==> src/rtl/hub75_bcm_driver_if.sv <==
// Pixel fetch bus between the HUB75 BCM driver (master) and the painter (slave).
// Request strobe with row/column/plane; colour words return a fixed latency later.
interface hub75_bcm_driver_if #(
  parameter int ADDR_BITS = 5,
  parameter int COL_BITS  = 6,
  parameter int PLANES    = 8
) ();
  localparam int PW = (PLANES > 1) ? $clog2(PLANES) : 1;

  logic                 pix_req;
  logic [ADDR_BITS-1:0] pix_row;
  logic [COL_BITS-1:0]  pix_col;
  logic [PW-1:0]        pix_plane;
  logic [3*PLANES-1:0]  pix_rgb0;
  logic [3*PLANES-1:0]  pix_rgb1;

  modport master (
    output pix_req, pix_row, pix_col, pix_plane,
    input  pix_rgb0, pix_rgb1
  );

  modport slave (
    input  pix_req, pix_row, pix_col, pix_plane,
    output pix_rgb0, pix_rgb1
  );
endinterface

==> src/rtl/hub75_bcm_driver.sv <==
// Dual-scan HUB75 driver with BCM colour depth; shifts the next plane while the last one is lit.
// Optional HUB75_BRIGHTNESS_EN adds brightness_i, scaling on-time while keeping the BCM period.
module hub75_bcm_driver #(
  parameter int ADDR_BITS   = 5,
  parameter int COL_BITS    = 6,
  parameter int PLANES      = 8,
  parameter int LSB_CYCLES  = 16,
  parameter int PIX_LATENCY = 1
) (
  input  logic                 clk,
  input  logic                 reset,
  hub75_bcm_driver_if.master   pix,
  output logic [2:0]           led_rgb0_o,
  output logic [2:0]           led_rgb1_o,
  output logic [ADDR_BITS-1:0] led_addr_o,
  output logic                 led_blank_o,
  output logic                 led_latch_o,
  output logic                 led_sclk_o,
`ifdef HUB75_BRIGHTNESS_EN
  input  logic [7:0]           brightness_i,
`endif
  output logic                 frame_start_o
);
  localparam int PW    = (PLANES > 1) ? $clog2(PLANES) : 1;
  localparam int TW    = $clog2(LSB_CYCLES << (PLANES - 1)) + 1;
  localparam int CW    = COL_BITS + 3;
  localparam int COLS2 = 2 * (1 << COL_BITS);
  localparam int LAST  = COLS2 + PIX_LATENCY + 1;

  typedef enum logic [2:0] {S_SHIFT, S_WAIT, S_BLANK, S_LATCH, S_UNBLANK} state_t;

  state_t               state_q;
  logic [CW-1:0]        cnt_q;
  logic [ADDR_BITS-1:0] row_q, addr_q;
  logic [COL_BITS-1:0]  col_q;
  logic [PW-1:0]        plane_q;
  logic [TW-1:0]        timer_q, timer_d, on_q, on_d, full_load, on_load;
  logic [PIX_LATENCY:0] req_pipe_q;
  logic                 pix_req_q, frame_q, blank_q, latch_q, sclk_q;
  logic [2:0]           rgb0_q, rgb1_q, bits0, bits1;

  function automatic logic [2:0] plane_bits(input logic [3*PLANES-1:0] rgb,
                                            input logic [PW-1:0] p);
    logic [2:0] b;
    b = '0;
    for (int i = 0; i < PLANES; i++)
      if (p == PW'(i)) b = {rgb[2*PLANES+i], rgb[PLANES+i], rgb[i]};
    return b;
  endfunction

  // timer_q sets the BCM period, on_q the lit part of it; they differ only when dimmed
  always_comb begin
    timer_d   = (timer_q == '0) ? '0 : timer_q - 1'b1;
    on_d      = (on_q == '0) ? '0 : on_q - 1'b1;
    full_load = TW'(LSB_CYCLES) << plane_q;
`ifdef HUB75_BRIGHTNESS_EN
    on_load   = TW'(({8'd0, full_load} * {{TW{1'b0}}, brightness_i}) >> 8);
`else
    on_load   = full_load;
`endif
    bits0     = plane_bits(pix.pix_rgb0, plane_q);
    bits1     = plane_bits(pix.pix_rgb1, plane_q);
  end

  always_ff @(posedge clk) begin
    if (reset) begin
      state_q    <= S_SHIFT;
      cnt_q      <= '0;
      row_q      <= '0;
      col_q      <= '0;
      plane_q    <= '0;
      addr_q     <= '0;
      timer_q    <= '0;
      on_q       <= '0;
      req_pipe_q <= '0;
      pix_req_q  <= 1'b0;
      frame_q    <= 1'b0;
      blank_q    <= 1'b1;
      latch_q    <= 1'b0;
      sclk_q     <= 1'b0;
      rgb0_q     <= '0;
      rgb1_q     <= '0;
    end else begin
      req_pipe_q <= {req_pipe_q[PIX_LATENCY-1:0], pix_req_q};
      if (req_pipe_q[PIX_LATENCY-1]) begin
        rgb0_q <= bits0;
        rgb1_q <= bits1;
      end
      sclk_q    <= req_pipe_q[PIX_LATENCY];
      timer_q   <= timer_d;
      on_q      <= on_d;
      blank_q   <= (on_d == '0);
      pix_req_q <= 1'b0;
      frame_q   <= 1'b0;
      case (state_q)
        S_SHIFT: begin
          cnt_q <= cnt_q + 1'b1;
          if (cnt_q < CW'(COLS2) && !cnt_q[0]) begin
            pix_req_q <= 1'b1;
            col_q     <= cnt_q[COL_BITS:1];
            frame_q   <= (cnt_q == '0) && (row_q == '0) && (plane_q == '0);
          end
          if (cnt_q == CW'(LAST)) begin
            state_q <= S_WAIT;
            cnt_q   <= '0;
          end
        end
        S_WAIT:
          if (timer_q == '0) state_q <= S_BLANK;
        S_BLANK: begin
          latch_q <= 1'b1;
          addr_q  <= row_q;
          state_q <= S_LATCH;
        end
        S_LATCH: begin
          latch_q <= 1'b0;
          blank_q <= (on_load == '0);
          timer_q <= full_load;
          on_q    <= on_load;
          if (plane_q == PW'(PLANES - 1)) begin
            plane_q <= '0;
            row_q   <= row_q + 1'b1;
          end else begin
            plane_q <= plane_q + 1'b1;
          end
          state_q <= S_UNBLANK;
        end
        S_UNBLANK: state_q <= S_SHIFT;
        default:   state_q <= S_SHIFT;
      endcase
    end
  end

  assign pix.pix_req    = pix_req_q;
  assign pix.pix_row    = row_q;
  assign pix.pix_col    = col_q;
  assign pix.pix_plane  = plane_q;
  assign led_rgb0_o     = rgb0_q;
  assign led_rgb1_o     = rgb1_q;
  assign led_addr_o     = addr_q;
  assign led_blank_o    = blank_q;
  assign led_latch_o    = latch_q;
  assign led_sclk_o     = sclk_q;
  assign frame_start_o  = frame_q;
endmodule

==> src/flat_wrapper.sv <==
// flat-port wrapper written by rule: the top's interface ports become plain ports
module hub75_bcm_driver_flat 
#(
  parameter int ADDR_BITS   = 5,
  parameter int COL_BITS    = 6,
  parameter int PLANES      = 8,
  parameter int LSB_CYCLES  = 16,
  parameter int PIX_LATENCY = 1
)
  (clk, reset, led_rgb0_o, led_rgb1_o, led_addr_o, led_blank_o, led_latch_o, led_sclk_o, frame_start_o, pix_pix_req, pix_pix_row, pix_pix_col, pix_pix_plane, pix_pix_rgb0, pix_pix_rgb1);
  hub75_bcm_driver_if #(.ADDR_BITS(ADDR_BITS), .COL_BITS(COL_BITS), .PLANES(PLANES)) pix_i ();
  input  logic clk;
  input  logic reset;
  output logic [2:0] led_rgb0_o;
  output logic [2:0] led_rgb1_o;
  output logic [ADDR_BITS-1:0] led_addr_o;
  output logic led_blank_o;
  output logic led_latch_o;
  output logic led_sclk_o;
  output logic frame_start_o;
  output wire logic [$bits(pix_i.pix_req)-1:0] pix_pix_req;
  output wire logic [$bits(pix_i.pix_row)-1:0] pix_pix_row;
  output wire logic [$bits(pix_i.pix_col)-1:0] pix_pix_col;
  output wire logic [$bits(pix_i.pix_plane)-1:0] pix_pix_plane;
  input wire logic [$bits(pix_i.pix_rgb0)-1:0] pix_pix_rgb0;
  input wire logic [$bits(pix_i.pix_rgb1)-1:0] pix_pix_rgb1;
  assign pix_pix_req = pix_i.pix_req;
  assign pix_pix_row = pix_i.pix_row;
  assign pix_pix_col = pix_i.pix_col;
  assign pix_pix_plane = pix_i.pix_plane;
  assign pix_i.pix_rgb0 = pix_pix_rgb0;
  assign pix_i.pix_rgb1 = pix_pix_rgb1;
  hub75_bcm_driver #(.ADDR_BITS(ADDR_BITS), .COL_BITS(COL_BITS), .PLANES(PLANES), .LSB_CYCLES(LSB_CYCLES), .PIX_LATENCY(PIX_LATENCY)) u_core (.clk(clk), .reset(reset), .pix(pix_i), .led_rgb0_o(led_rgb0_o), .led_rgb1_o(led_rgb1_o), .led_addr_o(led_addr_o), .led_blank_o(led_blank_o), .led_latch_o(led_latch_o), .led_sclk_o(led_sclk_o), .frame_start_o(frame_start_o));
endmodule
==> config.mk <==
export PLATFORM = sky130hd
export DESIGN_NAME = hub75_bcm_driver_flat
export DESIGN_NICKNAME = d
export VERILOG_FILES = /design/src/rtl/hub75_bcm_driver_if.sv /design/src/rtl/hub75_bcm_driver.sv /design/src/flat_wrapper.sv
export SDC_FILE = /design/constraint.sdc
export NUM_CORES = 1
export LEC_CHECK = 0
export CORE_MARGIN = 3
export CORE_UTILIZATION = 46
export DETAILED_ROUTE_END_ITERATION = 8
export PLACE_DENSITY = 0.77
export SYNTH_ARGS = -nofsm -noshare
export SYNTH_HDL_FRONTEND = slang
export SYNTH_SLANG_ARGS = --single-unit
==> constraint.sdc <==
create_clock -name clk -period 2.17 [get_ports clk]
set_clock_uncertainty 0.1 [all_clocks]
set_input_delay 0.3255 -clock clk [delete_from_list [all_inputs] [get_ports clk]]
set_output_delay 0.3255 -clock clk [all_outputs]
set_load 0.02 [all_outputs]
==> flow_summary.yaml <==
routing:
  wl_met3_um: 482
  antenna_left: 0
  drt_wl_total_mm: 9.90
  wl_per_cell_um: 15.3
  drtIter0Drc: 184
  drcViolationCount: 0
  routed_via_density: 5.55
  drtPass1Iterations: 4
  wl_met2_mm: 4.93
  top_layer: "met4"
  wl_met1_mm: 4.31
  vias: 3596
global_route:
  grt_overflow: 0
  first_global_vias: 3444
  antenna_found_initial: 0
  grt_max_degree: 20
  grt_pass1_wl_mm: 16.0
  grt_usage_pct: 22.4
finish:
  ff_latch_area_um2: 1360
  n_fill_cell: 668
  area_growth_pct: 32.6
  fin_area_um2: 4830
  multi_input_area_um2: 2100
  final_nets: 607
  diodes: 0
  drive_above_1_share_pct: 11.3
sta:
  fin_tns_setup_ps: 0
  finalCritPeriodShare_pct: 97.1
  rsz0062_at_grt: "true"
  fmax_ghz: 0.474
  slew_violations: 0
  hold-worst-slack_ps: 260
  hold_viol_final: 0
  slew_headroom_pct: 66.2
  finalSetupViolCount: 0
  worst_pin_slew_ps: 505
  min_period_ps: 2110
flow_run:
  cap_violations: 0
clocking:
  numCtsBuffers: 9
  path_clk_slew_ps: 70
  h-tree-depth: 3
  tritoncts: "built"
  clock_path_buffers: 2
  clock_sinks: 68
  clockRootBuffer: "clkbuf_8"
  ctsHoldBuffers: 0
  insertion_delay_ps: 350
synthesis:
  yosysTopAreaCellShare_pct: 37.4
  ys_warn_count: 0
  ys_seq_area_share_pct: 37.4
  synth_seq_cells: 68
  syn_avg_cell_area_um2: 8.04
  syn_area_um2: 3640
  syn-instance-count: 453
  async_flop_share_pct: 0
  synth_edf_count: 0
  syn-num-nets: 516
  ys_types: 55
  synth_top_area_cell: "dfxtp_1"
  synthTopCellsByArea: "dfxtp_1, a21oi_1, nand2_1"
  synthFlopType: "dfxtp_1"
worst_setup_path:
  slowest_stage: "or4b_4"
  r2r_cells: 7
  r2r_end: "u_core.led_blank_o"
  path_delay_family: "simple AND/OR/NAND/NOR gates"
  cp_slowest_stage_delay_ps: 520
  r2r_setup_slack_ps: 60
  path_max_fanout: 7
  cp.required_ps: 2350
  start_kind: "flip-flop"
  cp_cell_sequence: "inv_1 > ha_1 > or4b_4 > or3_4 > a211oi_2 > a41oi_1 > a21oi_1"
  endpoint_kind: "flip-flop"
  worstPathArrival_ps: 2290
  critPathKind: "reg -> reg"
  reg2reg_from: "u_core.on_q[0]"
  crit_buf_inv: 1
worst_hold_path:
  holdCritStartpoint: "reset"
  hp-class: "in -> reg"
  min_to: "u_core.req_pipe_q[1]"
  hold_path_depth: 2
placed_design:
  postPlaceCellArea_um2: 4630
  port_buffers: 79
  dp_hpwl_mm: 7.36
  gp_congestion: 0.918
pwr:
  seqPwrFrac_pct: 39.4
  p_switching_mw: 1.52
  intPower_mw: 2.77
  p_comb_share_pct: 38.6
  pwr-share-clk_pct: 21.9
  power-per-cell-area_nw_per_um2: 890
  p_leak_nw: 1.82
  max-vdd-ir-drop_mv: 0.487
  p_sw_share_pct: 35.4
die:
  start_util_pct: 48.9
  die_width_um: 95.0
  dieHeight_um: 95.0
  rows: 31
  core_area_um2: 7450
  ios: 80
  die_area_um2: 9020
run_status:
  status: "finished, final reports clean"
-- power groups by stage --
stage | logic, mW | clock network [mW] | registers [mW]
finish | 1.66 | 0.942 | 1.69
global route | 1.83 | 1.05 | 1.73
CTS | 1.62 | 0.976 | 1.68
detailed placement | 1.61 | 0 | 1.71
global placement | 1.56 | 0 | 1.69
floorplan | 1.17 | 0 | 1.68
-- layer usage --
metal	track usage, %	vias to the layer above
met4	7.57	0
met5	0	-
met1	27.8	1717
met3	6.06	14
met2	37.5	79
li1	-	1786
-- synthesized netlist by cell type (2+ instances only) --
cell	count
nand3_1	7
o22ai_1	4
nor3b_1	2
xor2_1	9
nand2_1	50
o221ai_1	6
o31ai_1	2
nand2b_1	6
nor3_1	8
a2111oi_0	2
nor4_1	7
a211oi_2	2
a41oi_1	2
and2_1	2
dfxtp_1	68
inv_1	22
o211ai_1	5
clkbuf_1	22
buf_6	2
and3_1	6
xnor2_1	11
a211o_1	5
or3b_2	5
or4_4	2
mux2i_1	8
ha_1	13
nand4_1	4
nor4b_1	6
a21oi_1	54
a211oi_1	4
nor2b_1	5
o21ai_0	25
nand3b_1	11
nor2_1	45
-- cells by family after synthesis --
family          synth area share, %
fa+ha+maj                      4.47
simple gates                   25.0
buf+inv                        5.36
flops                          37.4
compound gates                 20.4
mux                            2.51
xor+xnor                       4.81
-- cells in the final DEF (no fill, tap or decap), types with 5 or more instances in the layout --
master and instances:
nor3_1 8, nor2b_1 5, xnor2_1 11, ha_1 12, nand2_1 50, nand3b_1 11
clkbuf_8 10, buf_4 26, o221ai_1 6, or3b_2 5, inv_1 22, dfxtp_1 67
clkdlybuf4s50_1 78, o21ai_0 25, and3_1 6, o211ai_1 5, nand3_1 7, nor2_1 45
xor2_1 9, nand2b_1 5, mux2i_1 8, nor4b_1 6, a211o_1 5, a21oi_1 54
nor4_1 6
-- worst max-delay path by stage --
stage                              start            endpoint  slack, ps  cells after the start
after floorplan           u_core.on_q[0]  u_core.led_blank_o         20                      8
after global placement    u_core.on_q[0]  u_core.led_blank_o        130                      7
after detailed placement  u_core.on_q[0]  u_core.led_blank_o         70                      7
after CTS                 u_core.on_q[0]  u_core.led_blank_o         40                      7
after global routing      u_core.on_q[0]  u_core.led_blank_o         -8                      7
final                     u_core.on_q[0]  u_core.led_blank_o         60                      7
-- registers in the layout (all words and copies together), names as in the netlist --
| name | count |
|---|---|
| u_core.on_q | 12 |
| u_core.req_pipe_q | 2 |
| u_core.state_q | 3 |
| u_core.timer_q | 12 |
| u_core.led_rgb0_o | 3 |
| u_core.pix.pix_plane | 3 |
| u_core.led_rgb1_o | 3 |
| u_core.pix.pix_col | 6 |
| u_core.frame_start_o | 1 |
| u_core.pix.pix_req | 1 |
| u_core.led_sclk_o | 1 |
| u_core.led_latch_o | 1 |
| u_core.pix.pix_row | 5 |
| u_core.led_blank_o | 1 |
| u_core.cnt_q | 9 |
| u_core.led_addr_o | 5 |
-- metrics by stage --
stage	util, %	setup slack, ps	cells	power [mW]
floorplan	-	20.3	453	2.85
global placement	62.2	126	631	3.25
detailed placement	62.2	65.8	631	3.31
CTS	64.6	40.7	647	4.28
global route	64.8	-7.53	648	4.60
finish	64.8	62.1	648	4.30
-- area by class of cell --
type | count | share of cell area, %
multi-input combinational | 337 | 43.4
timing repair buffer | 105 | 20.3
tap | 99 | 2.57
clock inverter | 5 | 0.751
inverter | 23 | 1.79
clock buffer | 11 | 2.93
sequential | 68 | 28.2
-- timing repair --
item	CTS	global route
buffers inserted	0	1
gates resized for setup	0	4
setup endpoints to repair	0	10
(Power assumes the default switching activity.)
